### config.mk
export PLATFORM = sky130hd
export DESIGN_NAME = fir_coeff_ctrl
export DESIGN_NICKNAME = d
export VERILOG_FILES = /design/src/rtl/fir_coeff_ctrl.sv
export SDC_FILE = /design/constraint.sdc
export NUM_CORES = 1
export LEC_CHECK = 0
export BUFFER_PORTS_ARGS = -buffer_cell sky130_fd_sc_hd__buf_2
export CORE_MARGIN = 4
export CORE_UTILIZATION = 54
export CTS_BUF_LIST = sky130_fd_sc_hd__clkbuf_4
export DETAILED_ROUTE_END_ITERATION = 12
export GPL_ROUTABILITY_DRIVEN = 1
export PLACE_DENSITY_LB_ADDON = 0.25
export SLEW_MARGIN = 25
export SYNTH_ARGS = -nofsm -noshare
export SYNTH_HDL_FRONTEND = slang
export SYNTH_SLANG_ARGS = --single-unit
### constraint.sdc
create_clock -name clk -period 8.4 [get_ports clk]
set_clock_uncertainty 0.05 [all_clocks]
set_input_delay 0.42 -clock clk [delete_from_list [all_inputs] [get_ports clk]]
set_output_delay 0.42 -clock clk [all_outputs]
set_load 0.03 [all_outputs]
### src/rtl/fir_coeff_ctrl.sv
// Coefficient bank controller for a FIR: double-buffered taps, flush on swap,
// and output discard. Optional counters are enabled by FIR_CTRL_STATS_EN.
module fir_coeff_ctrl #(
  parameter int NUM_COEFFS = 15,
  parameter int DATA_W     = 32
) (
  input  logic                    clk,
  input  logic                    rst,
  input  logic                    cfg_wr_en,
  input  logic [3:0]              cfg_wr_addr,
  input  logic [7:0]              cfg_wr_data,
  input  logic                    cfg_commit,
  output logic                    cfg_busy,
  output logic                    cfg_err,
  input  logic [DATA_W-1:0]       s_data,
  input  logic                    s_valid,
  output logic                    s_ready,
  output logic [DATA_W-1:0]       fir_data,
  output logic                    fir_valid,
  output logic [NUM_COEFFS*8-1:0] fir_coeffs,
  input  logic [DATA_W-1:0]       fir_out_data,
  input  logic                    fir_out_valid,
  output logic [DATA_W-1:0]       m_data,
  output logic                    m_valid,
  output logic [1:0]              dbg_state
`ifdef FIR_CTRL_STATS_EN
  ,
  output logic [15:0]             stat_samples,
  output logic [15:0]             stat_commits
`endif
);

  // Handshake: a sample transfers on a rising edge where s_valid && s_ready;
  // fir_valid/fir_out_valid/m_valid are plain qualifiers with no backpressure.

  localparam logic [1:0] ST_RUN   = 2'd0;
  localparam logic [1:0] ST_SWAP  = 2'd1;
  localparam logic [1:0] ST_FLUSH = 2'd2;

  localparam int              CNT_W    = $clog2(NUM_COEFFS + 1);
  localparam logic [CNT_W-1:0] CNT_LOAD = CNT_W'(NUM_COEFFS);
  localparam logic [CNT_W-1:0] CNT_LAST = CNT_W'(NUM_COEFFS - 1);
  localparam logic [CNT_W-1:0] CNT_ONE  = CNT_W'(1);
  localparam logic [4:0]       ADDR_LIM = 5'(NUM_COEFFS);

  logic [1:0]       state_q, state_d;
  logic [CNT_W-1:0] flush_cnt_q, flush_cnt_d;
  logic [CNT_W-1:0] discard_q, discard_d;
  logic             pending_q, pending_d;
  logic             cfg_err_q, cfg_err_d;
  logic [7:0]       shadow_q [NUM_COEFFS];
  logic [7:0]       shadow_d [NUM_COEFFS];
  logic [7:0]       active_q [NUM_COEFFS];
  logic [7:0]       active_d [NUM_COEFFS];
  logic             wr_in_range;

  assign wr_in_range = ({1'b0, cfg_wr_addr} < ADDR_LIM);

  always_comb begin
    state_d     = state_q;
    flush_cnt_d = flush_cnt_q;
    pending_d   = pending_q;
    discard_d   = discard_q;
    cfg_err_d   = cfg_err_q | (cfg_wr_en & ~wr_in_range);
    shadow_d    = shadow_q;
    active_d    = active_q;

    for (int i = 0; i < NUM_COEFFS; i++) begin
      if (cfg_wr_en && wr_in_range && (cfg_wr_addr == 4'(i))) begin
        shadow_d[i] = cfg_wr_data;
      end
    end

    case (state_q)
      ST_RUN: begin
        if (cfg_commit) state_d = ST_SWAP;
      end
      ST_SWAP: begin
        active_d    = shadow_q;
        flush_cnt_d = CNT_LAST;
        state_d     = ST_FLUSH;
        if (cfg_commit) pending_d = 1'b1;
      end
      ST_FLUSH: begin
        if (flush_cnt_q == '0) begin
          // A commit arriving on the last flush cycle chains a swap just like a latched one.
          if (pending_q || cfg_commit) begin
            state_d   = ST_SWAP;
            pending_d = 1'b0;
          end else begin
            state_d = ST_RUN;
          end
        end else begin
          flush_cnt_d = flush_cnt_q - CNT_ONE;
          if (cfg_commit) pending_d = 1'b1;
        end
      end
      default: state_d = ST_RUN;
    endcase

    if (state_q == ST_SWAP) begin
      discard_d = CNT_LOAD;
    end else if (fir_out_valid && (discard_q != '0)) begin
      discard_d = discard_q - CNT_ONE;
    end
  end

  always_ff @(posedge clk or posedge rst) begin
    if (rst) begin
      state_q     <= ST_RUN;
      flush_cnt_q <= '0;
      discard_q   <= '0;
      pending_q   <= 1'b0;
      cfg_err_q   <= 1'b0;
      for (int i = 0; i < NUM_COEFFS; i++) begin
        shadow_q[i] <= '0;
        active_q[i] <= '0;
      end
    end else begin
      state_q     <= state_d;
      flush_cnt_q <= flush_cnt_d;
      discard_q   <= discard_d;
      pending_q   <= pending_d;
      cfg_err_q   <= cfg_err_d;
      shadow_q    <= shadow_d;
      active_q    <= active_d;
    end
  end

  always_comb begin
    s_ready   = (state_q == ST_RUN);
    fir_data  = (state_q == ST_RUN) ? s_data : '0;
    fir_valid = (state_q == ST_RUN) ? s_valid : (state_q == ST_FLUSH);
    cfg_busy  = (state_q != ST_RUN) || pending_q;
    cfg_err   = cfg_err_q;
    m_data    = fir_out_data;
    m_valid   = fir_out_valid && (discard_q == '0);
    dbg_state = state_q;
  end

  for (genvar g = 0; g < NUM_COEFFS; g++) begin : g_coeffs
    assign fir_coeffs[g*8 +: 8] = active_q[g];
  end

`ifdef FIR_CTRL_STATS_EN
  logic [15:0] stat_samples_q, stat_samples_d;
  logic [15:0] stat_commits_q, stat_commits_d;

  always_comb begin
    stat_samples_d = stat_samples_q;
    stat_commits_d = stat_commits_q;
    if (s_valid && s_ready && (stat_samples_q != 16'hFFFF)) begin
      stat_samples_d = stat_samples_q + 16'd1;
    end
    if ((state_q == ST_SWAP) && (stat_commits_q != 16'hFFFF)) begin
      stat_commits_d = stat_commits_q + 16'd1;
    end
  end

  always_ff @(posedge clk or posedge rst) begin
    if (rst) begin
      stat_samples_q <= '0;
      stat_commits_q <= '0;
    end else begin
      stat_samples_q <= stat_samples_d;
      stat_commits_q <= stat_commits_d;
    end
  end

  assign stat_samples = stat_samples_q;
  assign stat_commits = stat_commits_q;
`endif

endmodule

; Yosys cells after proc, flatten, opt, wreduce, memory -nomap -nowiden
; Cells that the tools add are included.
[word_totals]
regBits = 252
latchBits = 0
ram_bits = 0
romBits = 0
in_bits = 82
out_inout_bits = 191
wordCells = 106
n_memories = 0
[op_classes]
add_sub_neg = 2
multipliers = 0
n_div = 0
magnitude_cmp = 1
n_eq_ne = 20
shift = 0
n_mux = 14
bitwise_logic = 3
reduce_logical = 31
[op_table]
columns = cell, n
row1 = 32-bit two-way mux, 1
row2 = "4-bit == test, second input constant", 7
row3 = 1-bit logical AND, 18
row4 = "4-bit by 3-bit == test with 1-bit output, second input constant", 4
row5 = 4-bit logical NOT, 3
row6 = 4-bit two-way mux, 3
row7 = "4-bit by 2-bit == test with 1-bit output, second input constant", 2
row8 = 4-bit one-hot mux with 2 select lines, 1
row9 = "4-bit by 1-bit subtractor with 4-bit output, second input constant", 2
row10 = "2-bit != test, second input constant", 3
row11 = 2-bit one-hot mux with 3 select lines, 1
row12 = 2-bit AND reduction, 3
row13 = 2-bit nonzero test, 3
row14 = 1-bit two-way mux, 5
row15 = "4-bit by 1-bit == test with 1-bit output, second input constant", 1
row16 = "4-bit less-than comparator, second input constant", 1
row17 = 2-bit two-way mux, 2
row18 = 4-bit nonzero test, 1
row19 = "3-bit != test, second input constant", 1
row20 = "2-bit by 1-bit == test with 1-bit output, second input constant", 1
row21 = "2-bit == test, second input constant", 1
row22 = 2-bit logical NOT, 1
row23 = 1-bit logical OR, 2
row24 = 1-bit one-hot mux with 2 select lines, 1
row25 = 3 further kinds, 3

; Logic depth before layout (Yosys ltp)
[logic_depth]
depth_word = 4
depth_mapped = 7
ltp_nobuf = 5

; Worst setup path after synthesis
; No wires, ideal clock.
[synth_timing]
path_type = reg2out
startpoint = register state_q[0] (netlist: dbg_state[0])
endpoint = output fir_data[22]
arrival_time_ns = 1.704
required_time_ns = 7.930
setup_slack_ns = 6.226
path_stages_with_launch = 5
n_path_buf = 2
path_cell_list = dfrtp_1 > buf_2 > nor2_1 > clkbuf_1 > and2_1
[synth_via]
elab_chain_cells = 2
[synth_lines]
columns = element, line_no
row1 = from (decl), 46  ; logic [1:0] state_q, state_d;
row2 = from (signal assigned), 120  ; state_q <= state_d;
row3 = 2-bit logical NOT, --
row4 = via s_ready, 17  ; output logic s_ready,
row5 = 32-bit two-way mux, 132  ; fir_data = (state_q == ST_RUN) ? s_data : '0;
row6 = to (decl), 18  ; output logic [DATA_W-1:0] fir_data,
; The timed path passes the listed nets, and every way through them passes these cells.

; Worst setup path after layout
[layout_timing]
startpoint = register state_q[0] (netlist: dbg_state[0])
endpoint = output fir_data[10]
[layout_via]
elab_chain_cells = 2
[layout_lines]
columns = element, line_no
row1 = 2-bit logical NOT, 132
row2 = 32-bit two-way mux, 132
; Every way passes these cells.

==> impl_metrics.toml <==
[floorplanning]
die_w_um = 145
io_pins = 273
die_h_um = 145
initial_utilization = 0.556
die_area_um2 = 21000
coreArea_um2 = 18200
fp-row-count = 49

[timing]
max_freq_mhz = 360
worst_slack_ns = 5.62
holdWs_ns = 0.126
rsz0062_at_grt = "false"
slew-limit-headroom = 0.376
setup_viol = 0
final_max_slew_viol_count = 0
tns_ns = 0
min_period_ns = 2.78
worstMarginPinSlew_ns = 0.937
finalHoldViolCount = 0
finalCritPeriodShare = 0.331

[detailed_routing]
via_count = 6957
drtAntennaViolNets = 0
viasPerCell = 5.05
drtIter0Drc = 422
drt_pass1_iterations = 4
wl_per_cell_um = 16.4
routed_wl_mm = 22.5
post-route-drc-count = 0

[cells_and_area]
final_area_um2 = 11800
final_cells = 1378
layout-drive-gt1-share = 0.378
layout_commonest_cell = "nand2_1"
nFillCells = 1531
most-common-layout-cells = "nand2_1 (368), dfrtp_1 (252), buf_2 (208)"
nets = 1200
syn_to_final_growth_pct = 16.4

[grt]
antenna_found_initial = 5
grt_pass1_wl_mm = 37.2
grt.total_usage = 0.214
grt_max_degree = 127
grt-ovfl-total = 0
first_global_vias = 7091

[worst_setup_path]
cp-end-kind = "output port"
worst_setup_path_start_kind = "flop"
cp.arrival_ns = 2.31
crit_family = "simple AND/OR/NAND/NOR gates"
cp_max_fo = 33
crit_type = "flop to output port"
required_ns = 7.93
worst-path-buf-inv = 1
cp_slowest_cell = "nor2_2"
crit_chain = "nor2_2 -> and2_1 -> buf_2"
max_stage_delay_ns = 0.71

[yosys]
synthArstFlopShare = 1.00
synth_nets = 997
ys.warnings.count = 0
synthCells = 913
avgSynthCellArea_um2 = 11.1
synth.distinct_cells = 37
synthFlopType = "dfrtp_1"
synth-seq-area-share = 0.623
syn_area_um2 = 10100
synth_edf_count = 0
synth_seq_cells = 252

[worst_hold_path]
hold_class = "primary input to flop"

[power]
p_leak_nw = 6.32
powerDensity_nw_per_um2 = 380
irDropWorstVdd_mv = 0.203

[placed_design]
post_dp_cell_area_um2 = 11100
place_ws_ns = 6.16
place_hpwl_mm = 14.2
dp_cells = 1279
io_buffer_count = 208
gp_congestion = 0.791

[status]
run_status = "finished clean"

[clock_tree]
clockRootBuffer = "clkbuf_4"
cts.clk_slew.worst_paths_ns = 0.06
cts_tree = "done"
cts_buffers = 61
post_cts.repair.setup_buffers = 0
cts_sinks = 252
htreeDepth = 2
clk_latency_ns = 0.66
cts_resized = 0
clockBufferDepth = 3

[job]
drv_cap = 0
## per-stage QoR
| step | utilization | total power, mW |
|---|---|---|
| floorplan | - | 3.12 |
| global placement | 0.608 | 3.56 |
| detailed placement | 0.608 | 3.61 |
| CTS | 0.647 | 4.54 |
| global route | 0.647 | 4.78 |
| finish | 0.647 | 4.48 |
## cells in the mapped netlist, types with 2 or more instances
master	count	area [um^2]
a21oi_1	3	15.0
and2_1	32	200
buf_2	20	100
buf_4	32	240
buf_6	2	22.5
clkbuf_1	22	82.6
dfrtp_1	252	6310
ha_1	2	25.0
inv_1	6	22.5
mux2_2	119	1340
mux2i_1	3	30.0
nand2_1	368	1380
nand2b_1	6	37.5
nand3_1	3	15.0
nand3b_1	2	15.0
nand3b_2	2	22.5
nor2_1	7	26.3
nor2_2	8	50.1
nor2b_1	2	12.5
nor3_1	3	15.0
o21ai_0	2	10.0
or4b_2	2	20.0
## registers in the layout (all words and copies together), names as in the netlist
signal,cells
dbg_state,2
shadow_q,120
cfg_err,1
fir_coeffs,120
discard_q,4
pending_q,1
flush_cnt_q,4
## cells by family (layout without fill, tap and decap cells)
group,after synthesis,in the layout,synth area share
and+or+nand+nor,441,441,0.183
DFF,252,252,0.623
muxes,123,123,0.136
buffers and inverters,82,315,0.0462
AOI/OAI and AO/OA,11,11,0.00754
adders and majority gates,3,3,0.00346
xor gates and xnor gates,1,1,0.000865
other,0,3,0
## final timing paths
check / startpoint / to / slack (ns) / cells after the start
setup reg to reg: dbg_state[1]$_DFFE_PP0P_ / fir_coeffs[74]$_DFFE_PP0P_ / 6.19 / 4
min in group asynchronous: rst / fir_coeffs[46]$_DFFE_PP0P_ / 0.40 / 3
hold / removal: cfg_wr_addr[2] / cfg_err$_DFF_PP0_ / 0.13 / 3
setup / recovery: dbg_state[0]$_DFFE_PP0P_ / fir_data[10] / 5.62 / 3
hold reg to reg: shadow_q[75]$_DFFE_PP0P_ / fir_coeffs[43]$_DFFE_PP0P_ / 0.41 / 2
max in group asynchronous: rst / shadow_q[104]$_DFFE_PP0P_ / 6.40 / 4
## worst register-to-register path, cell delays in order (launching register included)
cell,delay (ns)
dfrtp_1,0.52
nand2b_4,0.46
buf_4,0.83
nand2_1,0.17
nand2_1,0.10
## per-layer routing
layer | part of all wire | track usage | routed length [um] | vias up
li1 | - | - | - | 3301
met1 | 0.46 | 0.302 | 10400 | 3414
met2 | 0.47 | 0.333 | 10500 | 195
met3 | 0.056 | 0.0461 | 1270 | 43
met4 | 0.017 | 0.0741 | 388 | 4
met5 | 0.0012 | 0 | 26 | -
## cell type report
type / count / area [um^2] / area share
sequential: 252 / 6310 / 0.535
tap: 229 / 287 / 0.0243
multi-input combinational: 579 / 3370 / 0.286
inverter: 6 / 30.0 / 0.00255
clock inverter: 13 / 75.1 / 0.00637
timing repair buffer: 216 / 1110 / 0.0941
antenna: 3 / 7.51 / 0.000637
clock buffer: 80 / 601 / 0.0510
## what timing repair did
| item | 4_1_cts | 5_1_grt |
|---|---|---|
| endpoints found under the hold margin | 128 | 0 |
| setup endpoints to repair | 0 | 0 |
| hold buffers | 3 | 0 |
## power by group
| part | leakage (nW) | internal [mW] | switching, mW |
|---|---|---|---|
| Sequential | 3.13 | 1.62 | 0.242 |
| Clock | 0.401 | 0.463 | 0.446 |
| Combinational | 2.79 | 0.521 | 1.19 |
| Total | 6.32 | 2.61 | 1.87 |
No activity file was read; power rests on OpenSTA's default activity.
